===== src/rtl/span_rasterizer_if.sv =====
// Span input and pixel FIFO output bundle for the span rasterizer.
// The slave side is the rasterizer itself: it receives spans and drives
// the FIFO write port. The master side is the surrounding environment.
// Vectors use big-endian numbering (bit 0 = MSB), matching the FIFO layout.
interface span_rasterizer_if #(
    parameter int RAST_FBW_FIFO_LEN = 96,
    parameter int LINE_LEN          = 9,
    parameter int COL_LEN           = 10
);
    logic                         span_valid;
    logic                         span_ready;
    logic [0:LINE_LEN-1]          span_line;
    logic [0:COL_LEN-1]           span_x0;
    logic [0:COL_LEN-1]           span_x1;
    logic [0:31]                  span_color;
    logic [0:RAST_FBW_FIFO_LEN-1] fifo_din;
    logic                         fifo_wr_en;
    logic                         fifo_full;

    modport master (
        output span_valid, span_line, span_x0, span_x1, span_color, fifo_full,
        input  span_ready, fifo_din, fifo_wr_en
    );

    modport slave (
        input  span_valid, span_line, span_x0, span_x1, span_color, fifo_full,
        output span_ready, fifo_din, fifo_wr_en
    );
endinterface


===== src/rtl/span_rasterizer.sv =====
// Span rasterizer: turns horizontal span descriptors into one FIFO pixel
// word per cycle. Spans are clipped to the right screen edge; spans that
// lie below the screen or are empty after clipping are dropped. Writes
// stall while the downstream FIFO reports full.
module span_rasterizer #(
    parameter int RAST_FBW_FIFO_LEN = 96,
    parameter int LINE_LEN          = 9,
    parameter int COL_LEN           = 10,
    parameter int SCREEN_W          = 640,
    parameter int SCREEN_H          = 480
) (
    input  logic                PLB_clk,
    input  logic                reset,
    span_rasterizer_if.slave    bus,
    output logic                busy,
    output logic [0:31]         pix_count,
    output logic [0:1]          state
);

    typedef enum logic [1:0] {
        IDLE = 2'd0,
        EMIT = 2'd1,
        DROP = 2'd2
    } state_t;

    localparam logic [COL_LEN-1:0]  LAST_COL   = COL_LEN'(SCREEN_W - 1);
    localparam logic [LINE_LEN-1:0] LINE_LIMIT = LINE_LEN'(SCREEN_H);

    state_t                       state_r;
    state_t                       state_nxt_s;
    logic [LINE_LEN-1:0]          line_r;
    logic [COL_LEN-1:0]           col_r;
    logic [COL_LEN-1:0]           end_r;
    logic [31:0]                  color_r;
    logic [31:0]                  pix_count_r;
    logic                         accept_s;
    logic                         wr_en_s;
    logic                         drop_s;
    logic [COL_LEN-1:0]           x1c_s;
    logic [0:RAST_FBW_FIFO_LEN-1] word_s;

    // Clamp the inclusive end column to the last visible column.
    function automatic logic [COL_LEN-1:0] clip_end(input logic [COL_LEN-1:0] x1);
        if (x1 > LAST_COL) begin
            return LAST_COL;
        end else begin
            return x1;
        end
    endfunction

    // Next-state, accept and write-strobe decode; reset suppresses everything.
    always_comb begin
        state_nxt_s = state_r;
        accept_s    = 1'b0;
        wr_en_s     = 1'b0;
        x1c_s       = clip_end(bus.span_x1);
        drop_s      = (bus.span_line >= LINE_LIMIT) || (bus.span_x0 > x1c_s);
        if (reset) begin
            state_nxt_s = IDLE;
        end else begin
            case (state_r)
                IDLE: begin
                    if (bus.span_valid) begin
                        accept_s    = 1'b1;
                        state_nxt_s = drop_s ? DROP : EMIT;
                    end else begin
                        state_nxt_s = IDLE;
                    end
                end
                EMIT: begin
                    if (!bus.fifo_full) begin
                        wr_en_s = 1'b1;
                        if (col_r == end_r) begin
                            state_nxt_s = IDLE;
                        end else begin
                            state_nxt_s = EMIT;
                        end
                    end else begin
                        state_nxt_s = EMIT;
                    end
                end
                DROP: begin
                    state_nxt_s = IDLE;
                end
                default: begin
                    state_nxt_s = IDLE;
                end
            endcase
        end
    end

    // FSM state register.
    always_ff @(posedge PLB_clk) begin
        if (reset) begin
            state_r <= IDLE;
        end else begin
            state_r <= state_nxt_s;
        end
    end

    // Span registers: loaded on accept, column advances on each write.
    always_ff @(posedge PLB_clk) begin
        if (reset) begin
            line_r  <= '0;
            col_r   <= '0;
            end_r   <= '0;
            color_r <= 32'd0;
        end else if (accept_s) begin
            line_r  <= bus.span_line;
            col_r   <= bus.span_x0;
            end_r   <= x1c_s;
            color_r <= bus.span_color;
        end else if (wr_en_s && (col_r != end_r)) begin
            col_r   <= col_r + COL_LEN'(1);
        end else begin
            col_r   <= col_r;
        end
    end

    // Running count of pixels written since reset, wrapping at 2^32.
    always_ff @(posedge PLB_clk) begin
        if (reset) begin
            pix_count_r <= 32'd0;
        end else if (wr_en_s) begin
            pix_count_r <= pix_count_r + 32'd1;
        end else begin
            pix_count_r <= pix_count_r;
        end
    end

    // FIFO word: zero-extended line, zero-extended column, colour, zero pad.
    assign word_s = {{(16 - LINE_LEN){1'b0}}, line_r,
                     {(16 - COL_LEN){1'b0}}, col_r,
                     color_r,
                     32'd0};

    assign bus.fifo_din   = word_s;
    assign bus.fifo_wr_en = wr_en_s;
    assign bus.span_ready = (state_r == IDLE);
    assign busy           = (state_r != IDLE);
    assign pix_count      = pix_count_r;
    assign state          = state_r;

endmodule


===== src/flat_wrapper.sv =====
// flat-port wrapper written by rule: the top's interface ports become plain ports
module span_rasterizer_flat 
#(
    parameter int RAST_FBW_FIFO_LEN = 96,
    parameter int LINE_LEN          = 9,
    parameter int COL_LEN           = 10,
    parameter int SCREEN_W          = 640,
    parameter int SCREEN_H          = 480
)
  (PLB_clk, reset, busy, pix_count, state, bus_span_valid, bus_span_line, bus_span_x0, bus_span_x1, bus_span_color, bus_fifo_full, bus_span_ready, bus_fifo_din, bus_fifo_wr_en);
  span_rasterizer_if #(.RAST_FBW_FIFO_LEN(RAST_FBW_FIFO_LEN), .LINE_LEN(LINE_LEN), .COL_LEN(COL_LEN)) bus_i ();
  input  logic PLB_clk;
  input  logic reset;
  output logic busy;
  output logic [0:31] pix_count;
  output logic [0:1] state;
  input wire logic [$bits(bus_i.span_valid)-1:0] bus_span_valid;
  input wire logic [$bits(bus_i.span_line)-1:0] bus_span_line;
  input wire logic [$bits(bus_i.span_x0)-1:0] bus_span_x0;
  input wire logic [$bits(bus_i.span_x1)-1:0] bus_span_x1;
  input wire logic [$bits(bus_i.span_color)-1:0] bus_span_color;
  input wire logic [$bits(bus_i.fifo_full)-1:0] bus_fifo_full;
  output wire logic [$bits(bus_i.span_ready)-1:0] bus_span_ready;
  output wire logic [$bits(bus_i.fifo_din)-1:0] bus_fifo_din;
  output wire logic [$bits(bus_i.fifo_wr_en)-1:0] bus_fifo_wr_en;
  assign bus_i.span_valid = bus_span_valid;
  assign bus_i.span_line = bus_span_line;
  assign bus_i.span_x0 = bus_span_x0;
  assign bus_i.span_x1 = bus_span_x1;
  assign bus_i.span_color = bus_span_color;
  assign bus_i.fifo_full = bus_fifo_full;
  assign bus_span_ready = bus_i.span_ready;
  assign bus_fifo_din = bus_i.fifo_din;
  assign bus_fifo_wr_en = bus_i.fifo_wr_en;
  span_rasterizer #(.RAST_FBW_FIFO_LEN(RAST_FBW_FIFO_LEN), .LINE_LEN(LINE_LEN), .COL_LEN(COL_LEN), .SCREEN_W(SCREEN_W), .SCREEN_H(SCREEN_H)) u_core (.PLB_clk(PLB_clk), .reset(reset), .bus(bus_i), .busy(busy), .pix_count(pix_count), .state(state));
endmodule

===== config.mk =====
export PLATFORM = sky130hd
export DESIGN_NAME = span_rasterizer_flat
export DESIGN_NICKNAME = d
export VERILOG_FILES = /design/src/rtl/span_rasterizer_if.sv /design/src/rtl/span_rasterizer.sv /design/src/flat_wrapper.sv
export SDC_FILE = /design/constraint.sdc
export NUM_CORES = 1
export LEC_CHECK = 0
export ABC_AREA = 1
export CAP_MARGIN = 20
export CELL_PAD_IN_SITES_DETAIL_PLACEMENT = 1
export CELL_PAD_IN_SITES_GLOBAL_PLACEMENT = 2
export CORE_MARGIN = 2
export CORE_UTILIZATION = 25
export CTS_BUF_LIST = sky130_fd_sc_hd__clkbuf_16
export DETAILED_ROUTE_END_ITERATION = 12
export PLACE_DENSITY_LB_ADDON = 0.05
export SLEW_MARGIN = 20
export SYNTH_ARGS = -nofsm -noshare
export SYNTH_HDL_FRONTEND = slang
export SYNTH_SLANG_ARGS = --single-unit

===== constraint.sdc =====
create_clock -name PLB_clk -period 4.1 [get_ports PLB_clk]
set_input_delay 1.23 -clock PLB_clk [delete_from_list [all_inputs] [get_ports PLB_clk]]
set_output_delay 1.23 -clock PLB_clk [all_outputs]
set_load 0.1 [all_outputs]

==> run_results.csv <==
group,metric,value,unit
timing,tightest_slew,1.02,ns
yosys,syn_area_per_cell,6.85,um2
floorplan,rows,52,
detailed_routing,drc,0,
power,p_comb_share,34.0,%
yosys,yosys_warnings,0,
power,powerDensity,414,nW/um2
timing,clock_skew,0.0117,ns
yosys,synth_area,5090,um2
yosys,yosysSeqAreaShare,37.4,%
final_layout,fin_cells,1160,
yosys,async_flop_share,0,%
place,dp_hpwl,13.2,mm
global_route,grt_pass1_vias,5249,
final_layout,syn2layout_area_growth,36.7,%
detailed_routing,vias_per_cell,4.39,
run,drv_cap,0,
place,dp_cells,1144,
timing,hold_violations,0,
detailed_routing,routedWlPerCell,15.1,um
floorplan,die_x,147,um
global_route,antenna_found_initial,0,
detailed_routing,vias,5092,
yosys,synth_top_area_share,37.4,%
clock_tree,postCtsHoldBufs,0,
power,p_sw_share,43.4,%
yosys,ys_ff_latch,95,
timing,finalCriticalPeriod,3.48,ns
detailed_routing,ant_nets,0,
final_layout,insertedDiodeCount,0,
detailed_routing,drtIter0Drc,155,
global_route,grt_pass1_wl,28.6,mm
clock_tree,cts_tree,"done",
floorplan,die_h,147,um
timing,maxSlewHeadroom,31.6,%
global_route,grt_max_degree,49,
timing,rsz0062_at_grt,"false",
global_route,overflow,0,
floorplan,design.die.area,21500,um2
yosys,ys_top_cells_by_area,"dfxtp_1 (37%), nor2_1 (11%), nand2_1 (11%)",
yosys,synthCells,742,
power,sequentialPowerShare,35.7,%
critical_path,worstPathRequired,2.87,ns
critical_path,timing_worst_setup_path_type,"input pin to output pin",
clock_tree,htreeDepth,3,
critical_path,endpoint_kind,"output pin",
clock_tree,cts_setup_buffers,0,
timing,finalCritPeriodShare,84.8,%
clock_tree,cts_sinks,95,
power,p_int,1.63,mW
floorplan,core,20100,um2
timing,fmax,288,MHz
clock_tree,ctsResizeCount,0,
yosys,synth-main-ff-cell,"dfxtp_1",
clock_tree,cts_root_buf,"clkbuf_16",
power,p_leak,2.76,nW
final_layout,fin_util,34.6,%
critical_path,cp-start-kind,"input pin",
yosys,ys_types,42,
worst_hold_path,hp-class,"flip-flop to flip-flop",
final_layout,drive_gt1_share,7.30,%
floorplan,io_pins,198,
timing,setup_violations,0,
yosys,yosysTopAreaCell,"dfxtp_1",
final_layout,layout.nets,962,
timing,holdWs,0.506,ns
power,vdd_ir_drop_max,0.217,mV
place,gp_congestion,0.762,
critical_path,cp_max_fo,2,
clock_tree,cts_made_buffers,9,
global_route,grt_usage,16.6,%
clock_tree,clock_latency,0.36,ns
timing,slew_viol_final,0,
detailed_routing,firstDrtPassIters,4,
detailed_routing,routed_wl,17.5,mm
timing,setup_tns,0,ns
critical_path,crit_arrival,2.25,ns
floorplan,initial_core_util,25.3,%
yosys,synth-edff-count,0,
power,power.switching,1.25,mW
power,pwr-share-clk,30.3,%
clock_tree,clockBufferDepth,2,
place,io_buffers,152,
run_status,outcome,"completed",
clock_tree,cts.reportedPaths.clkPinSlew,0.08,ns
-- cell families after synthesis --
logic type | Yosys count | synth area share [%]
and+or+nand+nor | 375 | 31.6
buffers and inverters | 129 | 13.9
AOI/OAI and AO/OA | 118 | 12.0
DFF | 95 | 37.4
xor gates and xnor gates | 12 | 2.07
adders and majority gates | 12 | 2.95
other | 1 | 0.0737
-- synth_stat cells (2+ instances only) --
master,n
a21oi_1,38
buf_2,2
buf_4,46
buf_6,5
clkbuf_1,15
dfxtp_1,95
ha_1,12
inv_1,55
nand2_1,146
nand2_2,6
nand2_4,3
nand3_1,28
nand3b_1,5
nand4_1,10
nor2_1,155
nor2_2,4
nor3_1,8
nor3_2,2
nor3_4,2
o21a_1,2
o21ai_0,72
xnor2_1,5
xor2_1,7
-- path summary, 6_finish.rpt --
kind                                           from                                end  slack, ns  depth (start not counted)
setup reg to reg         u_core.state[0]$_SDFF_PP0_       u_core.col_r[2]$_SDFFE_PP0P_       1.87                          9
hold reg to reg   u_core.pix_count[19]$_SDFFE_PP0P_  u_core.pix_count[19]$_SDFFE_PP0P_       0.51                          2
hold / removal    u_core.pix_count[19]$_SDFFE_PP0P_  u_core.pix_count[19]$_SDFFE_PP0P_       0.51                          2
setup / recovery                      bus_fifo_full                     bus_fifo_wr_en       0.62                          5
-- state kept, by name, summed over array words and instances, names as in the netlist --
register	count
u_core.line_r	9
u_core.color_r	32
u_core.col_r	10
u_core.state	2
u_core.pix_count	32
u_core.end_r	10
-- through the flow --
step | total power [mW] | instance area (um2) | setup slack (ns)
CTS | 2.92 | 6950 | 0.616
floorplan | 1.82 | 5250 | 0.990
global route | 3.02 | 6950 | 0.587
global placement | 2.03 | 6650 | 0.615
detailed placement | 2.03 | 6650 | 0.617
finish | 2.88 | 6950 | 0.623
-- cell type report --
| type | instances | area, um2 |
|---|---|---|
| Inverter | 59 | 230 |
| Clock buffer | 9 | 225 |
| Multi-Input combinational cell | 562 | 2640 |
| Tap cell | 270 | 338 |
| Fill cell | 2479 | 13200 |
| Sequential cell | 95 | 1900 |
| Timing Repair Buffer | 158 | 1540 |
| Clock inverter | 7 | 71.3 |
-- power groups by stage --
stage / combinational, mW / clock [mW] / sequential, mW
6_report: 0.980 / 0.873 / 1.03
5_1_grt: 1.04 / 0.947 / 1.04
4_1_cts: 0.988 / 0.908 / 1.03
3_5_place_dp: 0.984 / 0 / 1.05
3_3_place_gp: 0.980 / 0 / 1.05
2_1_floorplan: 0.420 / 0 / 1.40
-- critical path, stage by stage --
cell             delay [ns]
clkdlybuf4s50_1        0.44
nor2_1                 0.20
nand2_1                0.11
inv_2                  0.09
buf_12                 0.17
-- cells in the final DEF, fill, tap and decap left out, types with 12 or more instances in the layout --
master / Yosys / routed
nor2_1: 155 / 155
nand2_1: 146 / 146
clkdlybuf4s50_1: 0 / 137
dfxtp_1: 95 / 95
o21ai_0: 72 / 72
inv_1: 55 / 54
conb_1: 1 / 45
a21oi_1: 38 / 38
nand3_1: 28 / 28
buf_4: 46 / 20
ha_1: 12 / 12
-- per-layer routing --
| layer | part of all wire, % | track usage (%) |
|---|---|---|
| met1 | 45 | 20.8 |
| met2 | 46 | 27.6 |
| met3 | 7.4 | 5.41 |
| met4 | 1.4 | 4.37 |
| met5 | 0 | 0 |
No activity file was read; power rests on OpenSTA's default activity.
